## src/rtl/timer_pkg.sv

```systemverilog
// timer_pkg: shared definitions for the memory-mapped timer peripheral.
//   - register word offsets within the block
//   - CTRL bit positions / prescale field bounds and writable-bit mask
//   - base word address for the top-level address decode
//   - byte_merge(): applies byte enables of a bus write to a 32-bit register
package timer_pkg;

  localparam logic [1:0] TIMER_COUNT   = 2'd0;
  localparam logic [1:0] TIMER_COMPARE = 2'd1;
  localparam logic [1:0] TIMER_CTRL    = 2'd2;
  localparam logic [1:0] TIMER_STATUS  = 2'd3;

  localparam int CTRL_EN      = 0;
  localparam int CTRL_RELOAD  = 1;
  localparam int CTRL_IE      = 2;
  localparam int CTRL_PRE_LSB = 8;
  localparam int CTRL_PRE_MSB = 15;

  // Only en/reload/ie and the prescale byte exist; everything else reads 0.
  localparam logic [31:0] CTRL_MASK = 32'h0000_FF07;

  // Word address of the block as seen by the top-level decode (addr[29:2]).
  localparam logic [27:0] TIMER_BASE = 28'h1001;

  // Replace each byte of old_val whose enable is set with the same byte of new_val.
  function automatic logic [31:0] byte_merge(input logic [31:0] old_val,
                                             input logic [31:0] new_val,
                                             input logic [3:0]  be);
    logic [31:0] r;
    r = old_val;
    for (int i = 0; i < 4; i++) begin
      if (be[i]) r[8*i +: 8] = new_val[8*i +: 8];
    end
    return r;
  endfunction

endpackage

```

## src/rtl/timer_prescaler.sv

```systemverilog
// timer_prescaler: 8-bit clock prescaler for the timer.
//   clk   in  system clock
//   reset in  synchronous active-high reset
//   en    in  counting enable; counter is held at 0 while low
//   pre   in  terminal value; tick fires when the counter equals it
//   tick  out one-cycle pulse, every (pre+1) cycles while enabled
module timer_prescaler (
  input  logic       clk,
  input  logic       reset,
  input  logic       en,
  input  logic [7:0] pre,
  output logic       tick
);

  logic [7:0] cnt_q, cnt_d;

  // Equality (not >=) is deliberate: if pre is lowered below the current
  // count, the counter runs on to 255 and wraps before matching again.
  assign tick = en && (cnt_q == pre);

  always_comb begin
    cnt_d = cnt_q;
    if (!en) begin
      cnt_d = 8'd0;
    end else if (tick) begin
      cnt_d = 8'd0;
    end else begin
      cnt_d = cnt_q + 8'd1;
    end
  end

  always_ff @(posedge clk) begin
    if (reset) begin
      cnt_q <= 8'd0;
    end else begin
      cnt_q <= cnt_d;
    end
  end

endmodule

```

## src/rtl/timer.sv

```systemverilog
// timer: memory-mapped 32-bit timer with compare match and level interrupt.
//   clk   in  system clock
//   reset in  synchronous active-high reset
//   sel   in  block select from top-level decode
//   addr  in  word offset: 0 COUNT, 1 COMPARE, 2 CTRL, 3 STATUS
//   re    in  read strobe (qualified by sel)
//   we    in  byte write enables (qualified by sel)
//   wdata in  write data
//   rdata out registered read data, 0 when no read was issued last cycle
//   irq   out STATUS.match & CTRL.ie
module timer
  import timer_pkg::*;
#(
  parameter logic [31:0] RESET_COMPARE = 32'hFFFF_FFFF
) (
  input  logic        clk,
  input  logic        reset,
  input  logic        sel,
  input  logic [1:0]  addr,
  input  logic        re,
  input  logic [3:0]  we,
  input  logic [31:0] wdata,
  output logic [31:0] rdata,
  output logic        irq
);

  logic [31:0] count_q,   count_d;
  logic [31:0] compare_q, compare_d;
  logic [31:0] ctrl_q,    ctrl_d;
  logic        match_q,   match_d;
  logic [31:0] rdata_q,   rdata_d;

  logic        tick;
  logic        wr_any;
  logic        wr_count, wr_compare, wr_ctrl;
  logic        clr_match;
  logic        hit;
  logic [31:0] count_ticked;

  timer_prescaler u_prescaler (
    .clk   (clk),
    .reset (reset),
    .en    (ctrl_q[CTRL_EN]),
    .pre   (ctrl_q[CTRL_PRE_MSB:CTRL_PRE_LSB]),
    .tick  (tick)
  );

  assign wr_any     = sel && (we != 4'b0000);
  assign wr_count   = wr_any && (addr == TIMER_COUNT);
  assign wr_compare = wr_any && (addr == TIMER_COMPARE);
  assign wr_ctrl    = wr_any && (addr == TIMER_CTRL);
  assign clr_match  = sel && (addr == TIMER_STATUS) && we[0] && wdata[0];

  // Compare always uses the pre-write COUNT so a same-cycle CPU write
  // cannot create or suppress a match.
  assign hit = tick && (count_q == compare_q);

  always_comb begin
    count_ticked = count_q;
    if (tick) begin
      if (hit && ctrl_q[CTRL_RELOAD]) begin
        count_ticked = 32'd0;
      end else begin
        count_ticked = count_q + 32'd1;
      end
    end
  end

  always_comb begin
    // CPU write wins for the written bytes; the rest follow the tick update.
    count_d   = wr_count   ? byte_merge(count_ticked, wdata, we) : count_ticked;
    compare_d = wr_compare ? byte_merge(compare_q, wdata, we) : compare_q;
    ctrl_d    = wr_ctrl    ? (byte_merge(ctrl_q, wdata, we) & CTRL_MASK) : ctrl_q;
    // Set has priority over a same-cycle clear.
    match_d   = hit || (match_q && !clr_match);

    rdata_d = 32'd0;
    if (sel && re) begin
      case (addr)
        TIMER_COUNT:   rdata_d = count_q;
        TIMER_COMPARE: rdata_d = compare_q;
        TIMER_CTRL:    rdata_d = ctrl_q;
        default:       rdata_d = {31'd0, match_q};
      endcase
    end
  end

  always_ff @(posedge clk) begin
    if (reset) begin
      count_q   <= 32'd0;
      compare_q <= RESET_COMPARE;
      ctrl_q    <= 32'd0;
      match_q   <= 1'b0;
      rdata_q   <= 32'd0;
    end else begin
      count_q   <= count_d;
      compare_q <= compare_d;
      ctrl_q    <= ctrl_d;
      match_q   <= match_d;
      rdata_q   <= rdata_d;
    end
  end

  assign rdata = rdata_q;
  assign irq   = match_q && ctrl_q[CTRL_IE];

endmodule

```

## config.mk

```make
export PLATFORM = sky130hd
export DESIGN_NAME = timer
export DESIGN_NICKNAME = d
export VERILOG_FILES = /design/src/rtl/timer_pkg.sv /design/src/rtl/timer_prescaler.sv /design/src/rtl/timer.sv
export SDC_FILE = /design/constraint.sdc
export NUM_CORES = 1
export LEC_CHECK = 0
export BUFFER_PORTS_ARGS = -buffer_cell sky130_fd_sc_hd__buf_2
export CORE_MARGIN = 3
export CORE_UTILIZATION = 40
export DETAILED_ROUTE_END_ITERATION = 8
export GPL_ROUTABILITY_DRIVEN = 0
export GPL_TIMING_DRIVEN = 0
export PLACE_DENSITY_LB_ADDON = 0.08
export SLEW_MARGIN = 30
export SYNTH_ARGS = -nofsm -noshare
export SYNTH_HDL_FRONTEND = slang
export SYNTH_SLANG_ARGS = --single-unit
```

## constraint.sdc

```tcl
create_clock -name clk -period 2.5 [get_ports clk]
set_input_delay 0.25 -clock clk [delete_from_list [all_inputs] [get_ports clk]]
set_output_delay 0.25 -clock clk [all_outputs]
set_load 0.02 [all_outputs]
```

Yosys cells after proc, flatten, opt, wreduce, memory -nomap -nowiden
Cells that the tools add are included.
- mux-type cells: 8
- add/sub/neg operators: 2
- reductions and logical operators: 25
- bitwise logic cells: 2
- eq/ne operators: 5
- operators by type and width (operator ; count):
    2-to-1 mux 32 bit ; 3
    case mux 32 bit (3 select lines) ; 1
    adder 32 x 1 -> 32 bit (second input constant) ; 1
    == test 32 bit ; 1
    2-to-1 mux 8 bit ; 4
    logical AND 1 bit ; 13
    AND reduction 2 bit ; 6
    adder 8 x 1 -> 8 bit (second input constant) ; 1
    == test 8 bit ; 1
    == test 2 bit (second input constant) ; 2
    nonzero test 4 bit ; 1
    OR reduction 3 bit ; 1
    == test 2 x 1 -> 1 bit (second input constant) ; 1
    zero test 2 bit ; 1
    NOT 1 bit ; 2
    OR reduction 2 bit ; 1
    zero test 1 bit ; 1
    logical OR 1 bit ; 1
- word-level logic and storage cells: 52
- output and inout port bits: 33
- bits in registers: 116

Depth between registers and ports, before layout
- word-level depth: 8
- gate-level depth with buffers: 10
- mapped depth without buffers: 6

Modules after synthesis
A second synthesis with hierarchy kept.
- cells, all modules: 658
- area, all modules: 5541.6 µm²
- modules (own cells, without submodules) (module ; seq. area each (µm²) ; area each (µm²) ; instances ; cells each):
    timer ; 2162.1 ; 5067.4 ; 1 ; 610
    timer_prescaler ; 160.2 ; 474.2 ; 1 ; 48

Least setup slack after synthesis
No wires, ideal clock.
- kind: register to register
- start point: register count_q[5]
- end point: register count_q[22]
- library setup time: 0.122 ns
- period minus slack after synthesis: 1.739 ns
- data required time: 2.378 ns
- buffers on the path: 4
- cell stages (with the launch flop): 11
- arrival: 1.617 ns
- path slack: 0.761 ns
- cells stage by stage: dfxtp_1 > buf_2 > and3_4 > and3_1 > buf_6 > and3_1 > buf_4 > buf_6 > nand3_1 > xor2_1 > o21ai_1
- cells in the longest elaborated chain, start to end: 7
- elaborated cells on any way between the ends: 8
- ends and longest elaborated chain (what ; RTL line ; source):
    from (decl) ; timer.sv:27 ; logic [31:0] count_q, count_d;
    from (signal assigned) ; timer.sv:96 ; count_q <= count_d;
    parallel branches: the longest is 3 deep, another holds adder 32 x 1 -> 32 bit ; - ;
    2-to-1 mux 32 bit (*) ; timer.sv:61 ; if (hit && ctrl_q[CTRL_RELOAD]) begin
    2-to-1 mux 32 bit (*) ; timer.sv:60 ; if (tick) begin
    2-to-1 mux 8 bit ; timer_pkg.sv:32 ; if (be[i]) r[8*i +: 8] = new_val[8*i +: 8];
    2-to-1 mux 32 bit (*) ; timer.sv:71 ; count_d = wr_count ? byte_merge(count_ticked, wdata, we) : count_ticked;
Mark *: on every way between the ends.
A chain may end at the register's enable or synchronous reset.

Worst setup path in the final report
- start point: register count_q[5]
- end point: register count_q[17]
Same word-level chain as after synthesis.

==> results.md <==
- Die X: ~120 um
- Count of unique library cells instantiated by Yosys: 41
- Crit-path leading delay family: simple AND/OR/NAND/NOR gates
- Clock Tree Buf Depth: 2
- Post-route cell area: roughly 6600 um2
- Post-DP Area: approximately 6000 um2
- Adder-cell share of the synthesized area: less than 1%
- Net count after synthesis: ~650
- Seq pwr share: about two fifths
- Final WS setup: around 0.20 ns
- Placement Setup Slack: just under 0.1 ns
- Setup violators final: 0
- Max stage delay on crit path: about 0.31 ns
- Die ar.: ~15000 um2
- Cell Rows: between 40 and 50
- Sw Pwr: between 1 and 1.5 mW
- Clock power frac: between 50% and 60%
- Post-Syn Instances: ~610
- Die height: approximately 120 um
- Clock slew at the register clock pins of the worst setup and hold paths: ~0.050 ns
- Cell Chain, Critical Path: buf_2, xnor2_1, nand4_1, nor4_2, nand4_1, buf_2, nand2_1, o21ai_1
- Post_cts resized: 0
- Detailed placer's ending HPWL: 11350 um
- F_max: 0.4343 GHz
- Slew HR: between 40 and 50%
- First-pass GRT wire length: ~24000 um
- Mean post-synth cell area: between 8 and 9 um2
- GRT Resource Usage Total: a little over a fifth
- Comb power frac: 6.9%
- Arrival time at the worst endpoint: 2.60 ns
- Max Cap Viol: 0
- Maximum vdd drop: roughly 0.45 mV
- # nets final: between 700 and 800
- CP Launch Type: flop
- Vias/cell: 5.179
- Crit. End Element: flop
- Total power: slightly below 5 mW
- Synth area leaders: dfxtp_1 43%, xnor2_1 6.9%, mux2i_1 6.3%, a211o_1 5.2%, xor2_1 4.8%
- Min Tclk post-route: ~2.3 ns
- Diode count: 0
- Synthesized area: between 5000 and 6000 um2
- Post-route DRC violation count: 0
- Synth Flop Type: dfxtp_1
- DRT Pass-1 Iters: 5
- Number of synthesized register bits: between 100 and 150
- Clk sinks: between 100 and 150
- Starting density of the core: 42.04%
- Cts hold-fix bufs: 0
- Ys Warns: 0
- CP Buf/Inv Count: 2
- Leakage power: around 2.6 nW
- Synth Area in Simple Gates: a little under a quarter
- Number of synthesized flops with an enable pin: 0
- Final wirelength: approximately 15000 um
- Internal power: between 3 and 4 mW
- Post-DR wirelength/cell: around 17 um
- Worst Path Required: 2.80 ns
- I/O pin count: 75
- RSZ-0062 raised after global routing: no
- Clk_lat worst skew: 0.42 ns
- Fin. max-slew vios: 0
- IO Port Bufs: 70
- Crit path kind: reg -> reg
- Antenna-violating nets left: 0
- Fin Setup TNS: 0 ns
- Largest family of logic cells by synthesized area: simple AND/OR/NAND/NOR gates
- Max H-tree Level: 4
- Synth top area share: between 40% and 50%
- Routed vias: 4573
- Cell Pwr Density: around 730 nW/um2
- Highest-delay cell along the critical path: xnor2_1
- Mux contribution to synthesized area: between 6 and 7%
- Fin crit share: 92.09%
- Initial antenna violation count: 0
- Core Util, Final: around 50%
- Vias in the first global route: roughly 4600
- Area growth, synth to finish: 22.19%
- Global route total overflow: 0
- CTS Root Cell: clkbuf_16
- Synth area leader: dfxtp_1
- HP Class: in -> reg
- CP Max Fanout: 10
- Most common cell in the netlist: dfxtp_1
- Asr flop ratio synth: 0%
- Commonest cells in the netlist: 116 x dfxtp_1, 64 x nor2_1, 55 x nand2_1
- CTS tree: done
- Clock skew: 0.009068 ns
- DR iter-0 viols: between 200 and 300
- Total CTS buffers: 17
- Compound-Gate Fraction of Synth Area: between 10% and 20%
- Sequential area share after synthesis: roughly 43%
- Worst slew pin tran: slightly above 0.8 ns
- Sw Share: ~22%
- Largest net degree at the start of global routing: 17
- Hold Fails Final Rpt: 0
- Status: finished clean
- Layout cell share with drive strength beyond 1: between 10% and 20%
- Post-CTS setup buffer count: 0
- Core box area: approximately 13000 um2
- Xor-xnor portion of the synthesized cell area: about an eighth
-- sequential cells by signal, indices dropped and copies added (netlist names) --
name               cells
compare_q             32
match_q                1
rdata                 32
count_q               32
u_prescaler.cnt_q      8
ctrl_q                11
-- power by group through the flow --
| stage | clock [mW] | sequential [mW] | combinational [mW] |
|---|---|---|---|
| after floorplan | 0 | 1.98 | 0.202 |
| after global placement | 0 | 1.97 | 0.336 |
| after detailed placement | 0 | 1.97 | 0.337 |
| after CTS | 2.62 | 1.93 | 0.339 |
| after global routing | 2.72 | 1.94 | 0.372 |
| final | 2.59 | 1.93 | 0.338 |
-- stage by stage --
stage	cells	hold WS, ns
2_1_floorplan	609	0.3586
3_3_place_gp	851	0.4587
6_report	883	0.04643
3_5_place_dp	851	0.4736
4_1_cts	883	0.03181
5_1_grt	883	0.04879
-- layout make-up --
class | instances | area (um2)
sequential | 116 | 2322
multi-input combinational | 452 | 2938
timing repair buffer | 70 | 350.3
tap | 172 | 215.2
clock inverter | 9 | 150.1
buffer | 35 | 165.2
clock buffer | 23 | 478.0
fill | 1289 | 6286
inverter | 6 | 22.52
-- placed cells by master, fill, tap and decap left out, types with 5 or more instances in the layout --
master / instances
xor2_1: 30
nor2b_1: 34
nand4_1: 22
nor2_1: 64
clkbuf_16: 17
o21ai_0: 5
and3_1: 9
a21oi_1: 24
dfxtp_1: 116
mux2i_1: 34
buf_2: 76
a31oi_1: 6
o21ai_1: 23
nand3_1: 32
nand2_1: 55
inv_1: 6
clkbuf_1: 26
a211o_1: 32
xnor2_1: 43
-- worst paths after layout --
kind	start	end	slack, ns	cells after the start
max	count_q[5]	count_q[17]	0.20	8
min	wdata[26]	compare_q[26]	0.05	2
max reg2reg	count_q[5]	count_q[17]	0.20	8
min reg2reg	u_prescaler.cnt_q[0]	u_prescaler.cnt_q[0]	0.48	1
-- cell families (layout without fill, tap and decap cells) --
logic type,after synthesis,after routing
DFF,116,116
AOI/OAI and AO/OA,91,91
buffers and inverters,41,143
xor gates and xnor gates,75,75
adders and majority gates,2,2
and+or+nand+nor,249,249
muxes,35,35
-- routing by layer --
layer | up-vias | global-route usage [%] | part of all wire, %
met4 | 0 | 7.978 | 1.9
met1 | 2159 | 29.64 | 48
met2 | 106 | 33.05 | 45
met5 | - | 0 | 0
li1 | 2285 | - | -
met3 | 23 | 4.793 | 5.6
(Power assumes the default switching activity.)
